===== config.mk =====
export PLATFORM = sky130hd
export DESIGN_NAME = block_function_stack
export DESIGN_NICKNAME = d
export VERILOG_FILES = /design/src/rtl/block_function_stack.sv
export SDC_FILE = /design/constraint.sdc
export NUM_CORES = 1
export LEC_CHECK = 0
export CAP_MARGIN = 10
export CORE_AREA = 5 5 120 151
export CTS_BUF_LIST = sky130_fd_sc_hd__clkbuf_8
export CTS_CLUSTER_SIZE = 20
export DETAILED_ROUTE_END_ITERATION = 6
export DIE_AREA = 0 0 125 156
export GPL_TIMING_DRIVEN = 0
export PLACE_DENSITY = 0.76
export SETUP_SLACK_MARGIN = 0.4
export SLEW_MARGIN = 25
export SYNTH_ARGS = -nofsm -noshare
export SYNTH_HDL_FRONTEND = slang
export SYNTH_SLANG_ARGS = --single-unit

===== constraint.sdc =====
create_clock -name clk -period 4.2 [get_ports clk]
set_clock_uncertainty 0.1 [all_clocks]
set_input_delay 0.84 -clock clk [delete_from_list [all_inputs] [get_ports clk]]
set_output_delay 0.84 -clock clk [all_outputs]
set_load 0.1 [all_outputs]

===== src/rtl/block_function_stack.sv =====
// Return-address LIFO for the PC stage: CALL pushes PC+1/PC+2,
// RET pops, top-of-stack is held in a register for MUX_IN_4.
module block_function_stack #(
    parameter int ADDR_WIDTH  = 12,
    parameter int STACK_DEPTH = 16,
    parameter int CNT_WIDTH   = $clog2(STACK_DEPTH + 1)
) (
    input  logic                  clk,
    input  logic                  reset,
    input  logic [ADDR_WIDTH-1:0] PC_IN,
    input  logic                  CTRL_PUSH,
    input  logic                  CTRL_POP,
    input  logic                  SEL_RET_OFFSET,
    output logic [ADDR_WIDTH-1:0] STACK_TOP_OUT,
    output logic [CNT_WIDTH-1:0]  STACK_COUNT,
    output logic                  STACK_EMPTY,
    output logic                  STACK_FULL,
    output logic                  STACK_OVERFLOW,
    output logic                  STACK_UNDERFLOW
);

    localparam int IDX_W = (STACK_DEPTH > 1) ? $clog2(STACK_DEPTH) : 1;

    logic [ADDR_WIDTH-1:0] mem [STACK_DEPTH];
    logic [ADDR_WIDTH-1:0] ret_addr;
    logic [IDX_W-1:0]      cnt_idx;
    logic [IDX_W-1:0]      wr_idx;
    logic [IDX_W-1:0]      rd_idx;
    logic                  push_only;
    logic                  pop_only;
    logic                  push_pop;
    logic                  mem_we;

    assign ret_addr = PC_IN + (SEL_RET_OFFSET ? ADDR_WIDTH'(2)
                                              : ADDR_WIDTH'(1));

    assign STACK_EMPTY = (STACK_COUNT == '0);
    assign STACK_FULL  = (STACK_COUNT == CNT_WIDTH'(STACK_DEPTH));

    assign push_only = CTRL_PUSH && !CTRL_POP;
    assign pop_only  = CTRL_POP && !CTRL_PUSH;
    assign push_pop  = CTRL_PUSH && CTRL_POP;

    // Index arithmetic is modulo the array size; count never exceeds depth.
    assign cnt_idx = STACK_COUNT[IDX_W-1:0];
    assign rd_idx  = cnt_idx - IDX_W'(2);
    assign wr_idx  = (push_pop && !STACK_EMPTY) ? cnt_idx - IDX_W'(1)
                                                : cnt_idx;
    assign mem_we  = reset && CTRL_PUSH && (CTRL_POP || !STACK_FULL);

    always_ff @(posedge clk) begin
        if (mem_we) begin
            mem[wr_idx] <= ret_addr;
        end
    end

    always_ff @(posedge clk or negedge reset) begin
        if (!reset) begin
            STACK_COUNT     <= '0;
            STACK_TOP_OUT   <= '0;
            STACK_OVERFLOW  <= 1'b0;
            STACK_UNDERFLOW <= 1'b0;
        end else begin
            unique case (1'b1)
                push_only: begin
                    if (STACK_FULL) begin
                        STACK_OVERFLOW <= 1'b1;
                    end else begin
                        STACK_TOP_OUT <= ret_addr;
                        STACK_COUNT   <= STACK_COUNT + CNT_WIDTH'(1);
                    end
                end
                pop_only: begin
                    if (STACK_EMPTY) begin
                        STACK_UNDERFLOW <= 1'b1;
                    end else if (STACK_COUNT == CNT_WIDTH'(1)) begin
                        STACK_COUNT   <= '0;
                        STACK_TOP_OUT <= '0;
                    end else begin
                        STACK_COUNT   <= STACK_COUNT - CNT_WIDTH'(1);
                        STACK_TOP_OUT <= mem[rd_idx];
                    end
                end
                push_pop: begin
                    // Tail call replaces the top; on empty it degrades to a push.
                    STACK_TOP_OUT <= ret_addr;
                    if (STACK_EMPTY) begin
                        STACK_COUNT     <= CNT_WIDTH'(1);
                        STACK_UNDERFLOW <= 1'b1;
                    end
                end
                default: begin
                end
            endcase
        end
    end

endmodule


After elaboration in Yosys (flattened, before gate mapping)
Memories as Yosys holds them, arrays and structs flattened.
Index checks and enable logic that the tools add are counted.
Widths: inputs -> output; s select.
{"block": "op_classes", "n_mux": 13, "eq_ne": 5, "n_reduce_logical": 18, "n_addsub": 5}
{"operator": "$mux 12", "count": 3}
{"operator": "$pmux 12 s3", "count": 1}
{"operator": "$mux 5", "count": 4}
{"operator": "$pmux 5 s3", "count": 1}
{"operator": "$add 12x2->12", "count": 1}
{"operator": "$logic_and 1x1->1", "count": 6}
{"operator": "$ne 2x2->1 const B", "count": 3}
{"operator": "$add 5x1->5 const B", "count": 1}
{"operator": "$eq 5x1->1 const B", "count": 1}
{"operator": "$eq 5x5->1 const B", "count": 1}
{"operator": "$logic_not 5->1", "count": 1}
{"operator": "$sub 5x1->5 const B", "count": 1}
{"operator": "$logic_not 1->1", "count": 4}
{"operator": "$mux 4", "count": 1}
{"operator": "$reduce_and 2->1", "count": 2}
{"operator": "$reduce_and 4->1", "count": 1}
{"operator": "$sub 4x1->4 const B", "count": 1}
{"operator": "$sub 4x2->4 const B", "count": 1}
{"operator": "$reduce_and 3->1", "count": 1}
{"operator": "$reduce_bool 3->1", "count": 1}
{"operator": "$mux 1", "count": 2}
{"operator": "$mux 2", "count": 1}
{"operator": "$reduce_or 2->1", "count": 1}
{"operator": "$logic_or 1x1->1", "count": 1}
{"block": "totals", "mem_count": 1, "mem_bits_rw": 192, "input_bits": 17, "regBits": 19}
{"memory": "mem", "depth": 16, "word_bits": 12, "read_ports": 1, "rd_clocked_by_memory_dff": 0, "write_ports": 1, "line_no": "24", "rtl": "logic [ADDR_WIDTH-1:0] mem [STACK_DEPTH];"}

Longest topological paths before layout
Gate-level depths: netlist of the first run.
{"block": "logic_depth", "depth_word": 6, "depth_mapped": 11, "mapped_depth_nobuf": 8}

Worst setup path before layout of the first run
OpenSTA, ideal clock, no wires.
{"block": "synth_timing", "kind": "register -> output", "start": "register STACK_COUNT[1]", "end": "output STACK_FULL", "slack_ps": -580, "arrival_time_ps": 3840, "n_path_buf": 2, "path_stages_with_launch": 7, "required_ps": 3260, "path_cell_list": "dfrtp_1 > buf_2 > buf_2 > inv_1 > ha_1 > nand2_1 > nor3_1"}
{"block": "synth_between", "elab_chain_len": 1}
{"element": "from (decl)", "line_no": "15", "rtl": "output logic [CNT_WIDTH-1:0] STACK_COUNT,"}
{"element": "from (signal assigned)", "line_no": "70", "rtl": "STACK_COUNT <= STACK_COUNT + CNT_WIDTH'(1);"}
{"element": "from (signal assigned)", "line_no": "80", "rtl": "STACK_COUNT <= STACK_COUNT - CNT_WIDTH'(1);"}
{"element": "$eq 5x5->1", "line_no": "38", "rtl": "assign STACK_FULL = (STACK_COUNT == CNT_WIDTH'(STACK_DEPTH));"}
{"element": "to (decl)", "line_no": "17", "rtl": "output logic STACK_FULL,"}
No other way between the ends.

Worst setup path after layout of the first run
{"block": "layout_timing", "start": "register STACK_COUNT[1]", "end": "output STACK_EMPTY"}
{"block": "layout_between", "elab_chain_len": 1}
{"element": "$logic_not 5->1", "line_no": "37", "rtl": "assign STACK_EMPTY = (STACK_COUNT == '0);"}
{"element": "to (decl)", "line_no": "16", "rtl": "output logic STACK_EMPTY,"}
No other way between the ends.

==> metrics, run 1 <==
Startpoint Class=flip-flop; warning count from the yosys run=0; Reg-to-Reg Start=STACK_COUNT[1]$_DFFE_PN0P_; Setup TNS=0 ns; leakage=3.69 nW; row cnt=53; CP max FO=10; total chip power=7.41 mW; layout cells sized above 1=22.5%; Overall Global Routing Usage=20.3%; flop and latch count out of synthesis=211; # nets final=659; Post-synth ARST share=9.00%; Least-Margin Pin Slew=1.10 ns; clk root buf=clkbuf_8; total routed wirelength=20.8 mm; Detailed Place HPWL=13.0 mm; pin count of the biggest net entering global routing=21; Reg-to-Reg End=mem[13][9]$_DFFE_PP_; deepest clock path buffer count=3; clock transition at the registers of the reported paths=0.06 ns; die width=125 um; Setup CP Type=flip-flop to output port; share of the yosys chip area belonging to registers=70.1%; Worst Slack Setup Final=0.434 ns; synthesized instance count=542; max-cap violations=0; FF-to-FF setup slack=0.51 ns; Worst EP arrival=2.83 ns; die footprint=19500 um^2; Critical Path Sink Type=output port; RSZ-0062 raised after global routing=yes; clock sink count=211; status=complete, no violations; CTS tree=done; Synth Net Count=569; # H-tree levels=1; Final Hold Violating Endpoints=0; Clock Power Share=19.8%; total grt overflow=0; R2R depth=11; via count=5417; ant diodes=0; Logic pwr share=45.1%; Skew-Pair Late Insertion Delay=0.54 ns; Vias/cell=6.20; Fin Hold WS=0.155 ns; Worst Setup Slack post-DPL=0.0454 ns; sw frac=40.7%; Die H=156 um; crit path time final=3.77 ns; maximum vdd drop=0.265 mV; global-route wire length before repair=30.7 mm; initial antenna violation count=0; DRT iter0 DRCs=575; Final setup viols=0; I/O Buffers=36; Slew Limit Fails=0; PwrDens=697 nW/um^2; ys flop type=edfxtp_1; period utilisation layout=89.7%; cell internal pwr=4.40 mW; Net Switching=3.01 mW; max_slew headroom=26.5%; Distinct cells, synth=53; Final ANT Viol Nets=0; Critical Path RT=3.26 ns; Seq pwr share=35.1%; critical path startpoint=STACK_COUNT[1]$_DFFE_PN0P_; number of global-route vias before repair=5425; Final GP Congestion=0.884; DR pass1 iterations=5; Layout area overhead=19.4%; total CTS buffers=30; Mapped Area=8900 um^2; average wire per standard cell=23.8 um; I/O Pins=38; DRC Markers=0; Mean Syn Cell Area=16.4 um^2; hold crit path type=primary input to async pin; initial cell density of the core=53.9%; fillers=1085; EDFF count, synth=192; core area=16500 um^2; Max Freq=266 MHz
==> cells in the final DEF, fill, tap and decap left out, types with 14 or more instances in the layout <==
cell and n:
edfxtp_1 192, mux2i_1 47, clkdlybuf4s50_1 33, clkbuf_8 31, nand2_1 26, mux4_2 26
nor2_1 24, dfrtp_1 17, a22oi_1 17, nor2_4 16, a31oi_1 15, buf_12 14
==> flip-flops by register name, indices dropped and copies added (netlist names) <==
name             count
STACK_OVERFLOW       1
mem                192
STACK_UNDERFLOW      1
STACK_TOP_OUT       12
STACK_COUNT          5
==> per-layer routing <==
metal	wire length (um)	share of wire, %	GRT usage, %	vias to the layer above
li1	-	-	-	2327
met5	0	0	0	-
met4	528	2.5	7.44	0
met1	7720	37	26.2	2718
met2	10700	52	34.8	331
met3	1830	8.8	3.56	41
==> worst max-delay path by stage <==
stage / cells past startpoint / slack (ns) / to
after floorplan: 10 / 0.27 / mem[14][0]$_DFFE_PP_
after global placement: 10 / -0.00003 / mem[3][8]$_DFFE_PP_
after detailed placement: 7 / 0.05 / STACK_EMPTY
after CTS: 10 / 0.26 / mem[10][0]$_DFFE_PP_
after global routing: 7 / 0.32 / STACK_EMPTY
final: 7 / 0.43 / STACK_EMPTY
==> Yosys cell counts, types with 9 or more instances <==
library cell	instances	area share, %
a31oi_1	15	1.1
buf_2	12	0.67
nand3_1	12	0.67
mux2i_1	47	5.3
a22oi_1	17	1.4
nor2_1	40	1.7
clkbuf_1	10	0.42
mux4_2	26	6.6
nand2_1	26	1.1
a21oi_1	10	0.56
dfrtp_1	19	5.3
xor2_1	10	0.98
ha_1	9	1.3
edfxtp_1	192	65
==> repair_timing <==
item / CTS / global route
gates resized for setup: 17 / 16
endpoints found under the setup margin: 188 / 184
pin swaps: 3 / 13
buffers inserted: 5 / 16
hold buffers: 0 / 0
==> final cells by class <==
cell class | count | area (um^2) | area share, %
Buffer | 27 | 141 | 1.33
Multi-Input combinational cell | 295 | 2690 | 25.3
Clock inverter | 23 | 118 | 1.11
Timing Repair Buffer | 58 | 692 | 6.51
Sequential cell | 211 | 6240 | 58.7
Clock buffer | 31 | 427 | 4.01
Inverter | 9 | 41.3 | 0.389
Tap cell | 220 | 275 | 2.59
==> per-stage QoR <==
stage               utilization (%)  instances  cell area (um^2)
global route                   64.4        874             10600
detailed placement             58.4        799              9650
CTS                            62.4        858             10300
global placement               57.9        798              9560
floorplan                         -        542              8920
finish                         64.4        874             10600
==> critical path: stages, from the launching register on <==
cell and delay [ns]:
dfrtp_2 0.45, clkbuf_4 0.23, buf_2 0.23, clkinvlp_4 0.19, ha_1 0.20, or4b_4 0.53, inv_4 0.13, buf_4 0.30
==> cell families after synthesis <==
kind of cell / Yosys count / synth area share (%)
compound gates: 75 / 6.21
xor+xnor: 15 / 1.48
fa+ha+maj: 10 / 1.49
buf+inv: 36 / 1.93
flops: 211 / 70.1
mux: 74 / 12.0
simple gates: 121 / 6.80
==> power by group through the flow <==
stage / Sequential (mW) / Clock, mW / Combinational (mW)
after floorplan: 3.22 / 0 / 1.73
after global placement: 2.63 / 0 / 3.09
after detailed placement: 2.65 / 0 / 3.16
after CTS: 2.60 / 1.49 / 3.21
after global routing: 2.62 / 1.59 / 3.50
final: 2.60 / 1.47 / 3.34
Note: power is estimated with default switching activity, not from simulation.
==> run 2, diff against run 1 <==
Settings changed: HOLD_SLACK_MARGIN from default to 0.03.
Clock period 4.2 ns to 4 ns, I/O delays scaled along.
==> metrics, run 2 (same netlist as run 1, synthesis figures left out) <==
# nets final=670; total CTS buffers=30; register area=6250 um^2; maximum vdd drop=0.342 mV; fillers=1090; period utilisation layout=88.3%; DR pass1 iterations=5; commonest non-fill, non-tap cell in the layout=edfxtp_1; Critical Path RT=4.21 ns; initial cell density of the core=53.9%; Max Freq=283 MHz; status=complete, no violations; Worst Slack Setup Final=0.467 ns; clock sink count=211; Final setup viols=0; Skew-Pair Late Insertion Delay=0.57 ns; global-route wire length before repair=31.6 mm; Layout area overhead=20.3%; layout cells sized above 1=25.3%; pin count of the biggest net entering global routing=21; max_slew headroom=34.7%; Multi-input gate area=2720 um^2; leakage=3.74 nW; Final Hold Violating Endpoints=0; Setup CP Type=flip-flop to flip-flop; clock transition at the registers of the reported paths=0.07 ns; total grt overflow=0; Fin Hold WS=0.0936 ns; crit path time final=3.53 ns; deepest clock path buffer count=3; DRT iter0 DRCs=641; placed cell area=9670 um^2; Final ANT Viol Nets=0; Critical Path Sink Type=flip-flop; Final Util=64.9%; Vias/cell=6.12; final non-filler cell area=10700 um^2; total routed wirelength=20.9 mm; clk root buf=clkbuf_8; die width=125 um; Slew Limit Fails=0; row cnt=53; average wire per standard cell=23.7 um; Biggest register=mem; max-cap violations=0; CTS tree=done; I/O Buffers=36; ant diodes=0; top flop regs=mem: 192 flops, STACK_TOP_OUT: 12 flops, STACK_COUNT: 5 flops; Overall Global Routing Usage=21.0%; RSZ-0062 raised after global routing=no; I/O Pins=38; Final GP Congestion=0.870; die footprint=19500 um^2; PwrDens=739 nW/um^2; via count=5413; hold crit path type=primary input to async pin; core area=16500 um^2; number of global-route vias before repair=5338; # H-tree levels=1; Worst EP arrival=3.74 ns; Startpoint Class=flip-flop; DRC Markers=0; most frequent cells in the layout=192 x edfxtp_1, 47 x mux2i_1, 35 x clkbuf_8; Detailed Place HPWL=12.9 mm; CP max FO=10; Least-Margin Pin Slew=0.976 ns; number of flip-flops in the largest register=192; Die H=156 um; initial antenna violation count=0; Worst Setup Slack post-DPL=-0.0699 ns
-- run 2: cell types whose count changed in the layout (fill, tap and decap cells not counted), sizes merged --
cell	delta
buf	+12
bufinv	-1
clkbuf	+3
clkinvlp	+2
clkinv	-10
inv	+5
-- run 2: metal layers --
layer	wire (um)	vias up	GRT usage [%]
met3	2100	75	4.32
met4	788	0	6.92
met5	0	-	0
met2	10200	378	35.6
met1	7890	2611	27.6
li1	-	2349	-
-- run 2: where the power goes --
part           internal [mW]  switching [mW]
sequential              2.64          0.0998
clock                  0.799           0.786
combinational           1.23            2.36
total                   4.67            3.24
-- run 2: final timing paths --
path	startpoint	endpoint	slack, ns	depth (start not counted)
min in group clk	STACK_OVERFLOW$_DFFE_PN0P_	STACK_OVERFLOW$_DFFE_PN0P_	0.36	1
max in group asynchronous	reset	STACK_COUNT[0]$_DFFE_PN0P_	3.32	1
setup reg to reg	STACK_COUNT[1]$_DFFE_PN0P_	mem[15][4]$_DFFE_PP_	0.47	11
hold reg to reg	STACK_OVERFLOW$_DFFE_PN0P_	STACK_OVERFLOW$_DFFE_PN0P_	0.36	1
setup / recovery	STACK_COUNT[1]$_DFFE_PN0P_	mem[15][4]$_DFFE_PP_	0.47	11
hold / removal	reset	STACK_TOP_OUT[8]$_DFFE_PN0P_	0.09	1
-- run 2: area by class of cell --
cell class	instances	share of cell area (%)
Inverter	9	0.526
Multi-Input combinational cell	295	25.4
Buffer	27	1.37
Timing Repair Buffer	69	6.45
Clock inverter	19	0.853
Sequential cell	211	58.3
Tap cell	220	2.57
Clock buffer	35	4.50
-- run 2: critical path: stages (launching register included) --
cell and delay (ns):
dfrtp_4 0.51, buf_4 0.21, buf_4 0.21, inv_6 0.11
ha_1 0.18, or4b_4 0.53, buf_4 0.19, nand3_1 0.23
nor3_1 0.11, a31oi_2 0.59, nor2_4 0.10, buf_4 0.19
-- run 2: repair_timing --
action | in CTS | in global routing
buffers inserted | 28 | 5
setup endpoints to repair | 199 | 205
hold endpoints to repair | 0 | 0
gates cloned | 0 | 0
pin swaps | 16 | 4
resized for setup | 25 | 13
hold buffers | 0 | 0
-- run 2: metrics by stage --
step	power [mW]	instances	TNS (ns)
floorplan	5.22	542	0
detailed placement	6.13	798	-0.0699
global placement	6.03	798	-17.84
global route	8.22	885	0
finish	7.91	885	0
CTS	7.77	880	0
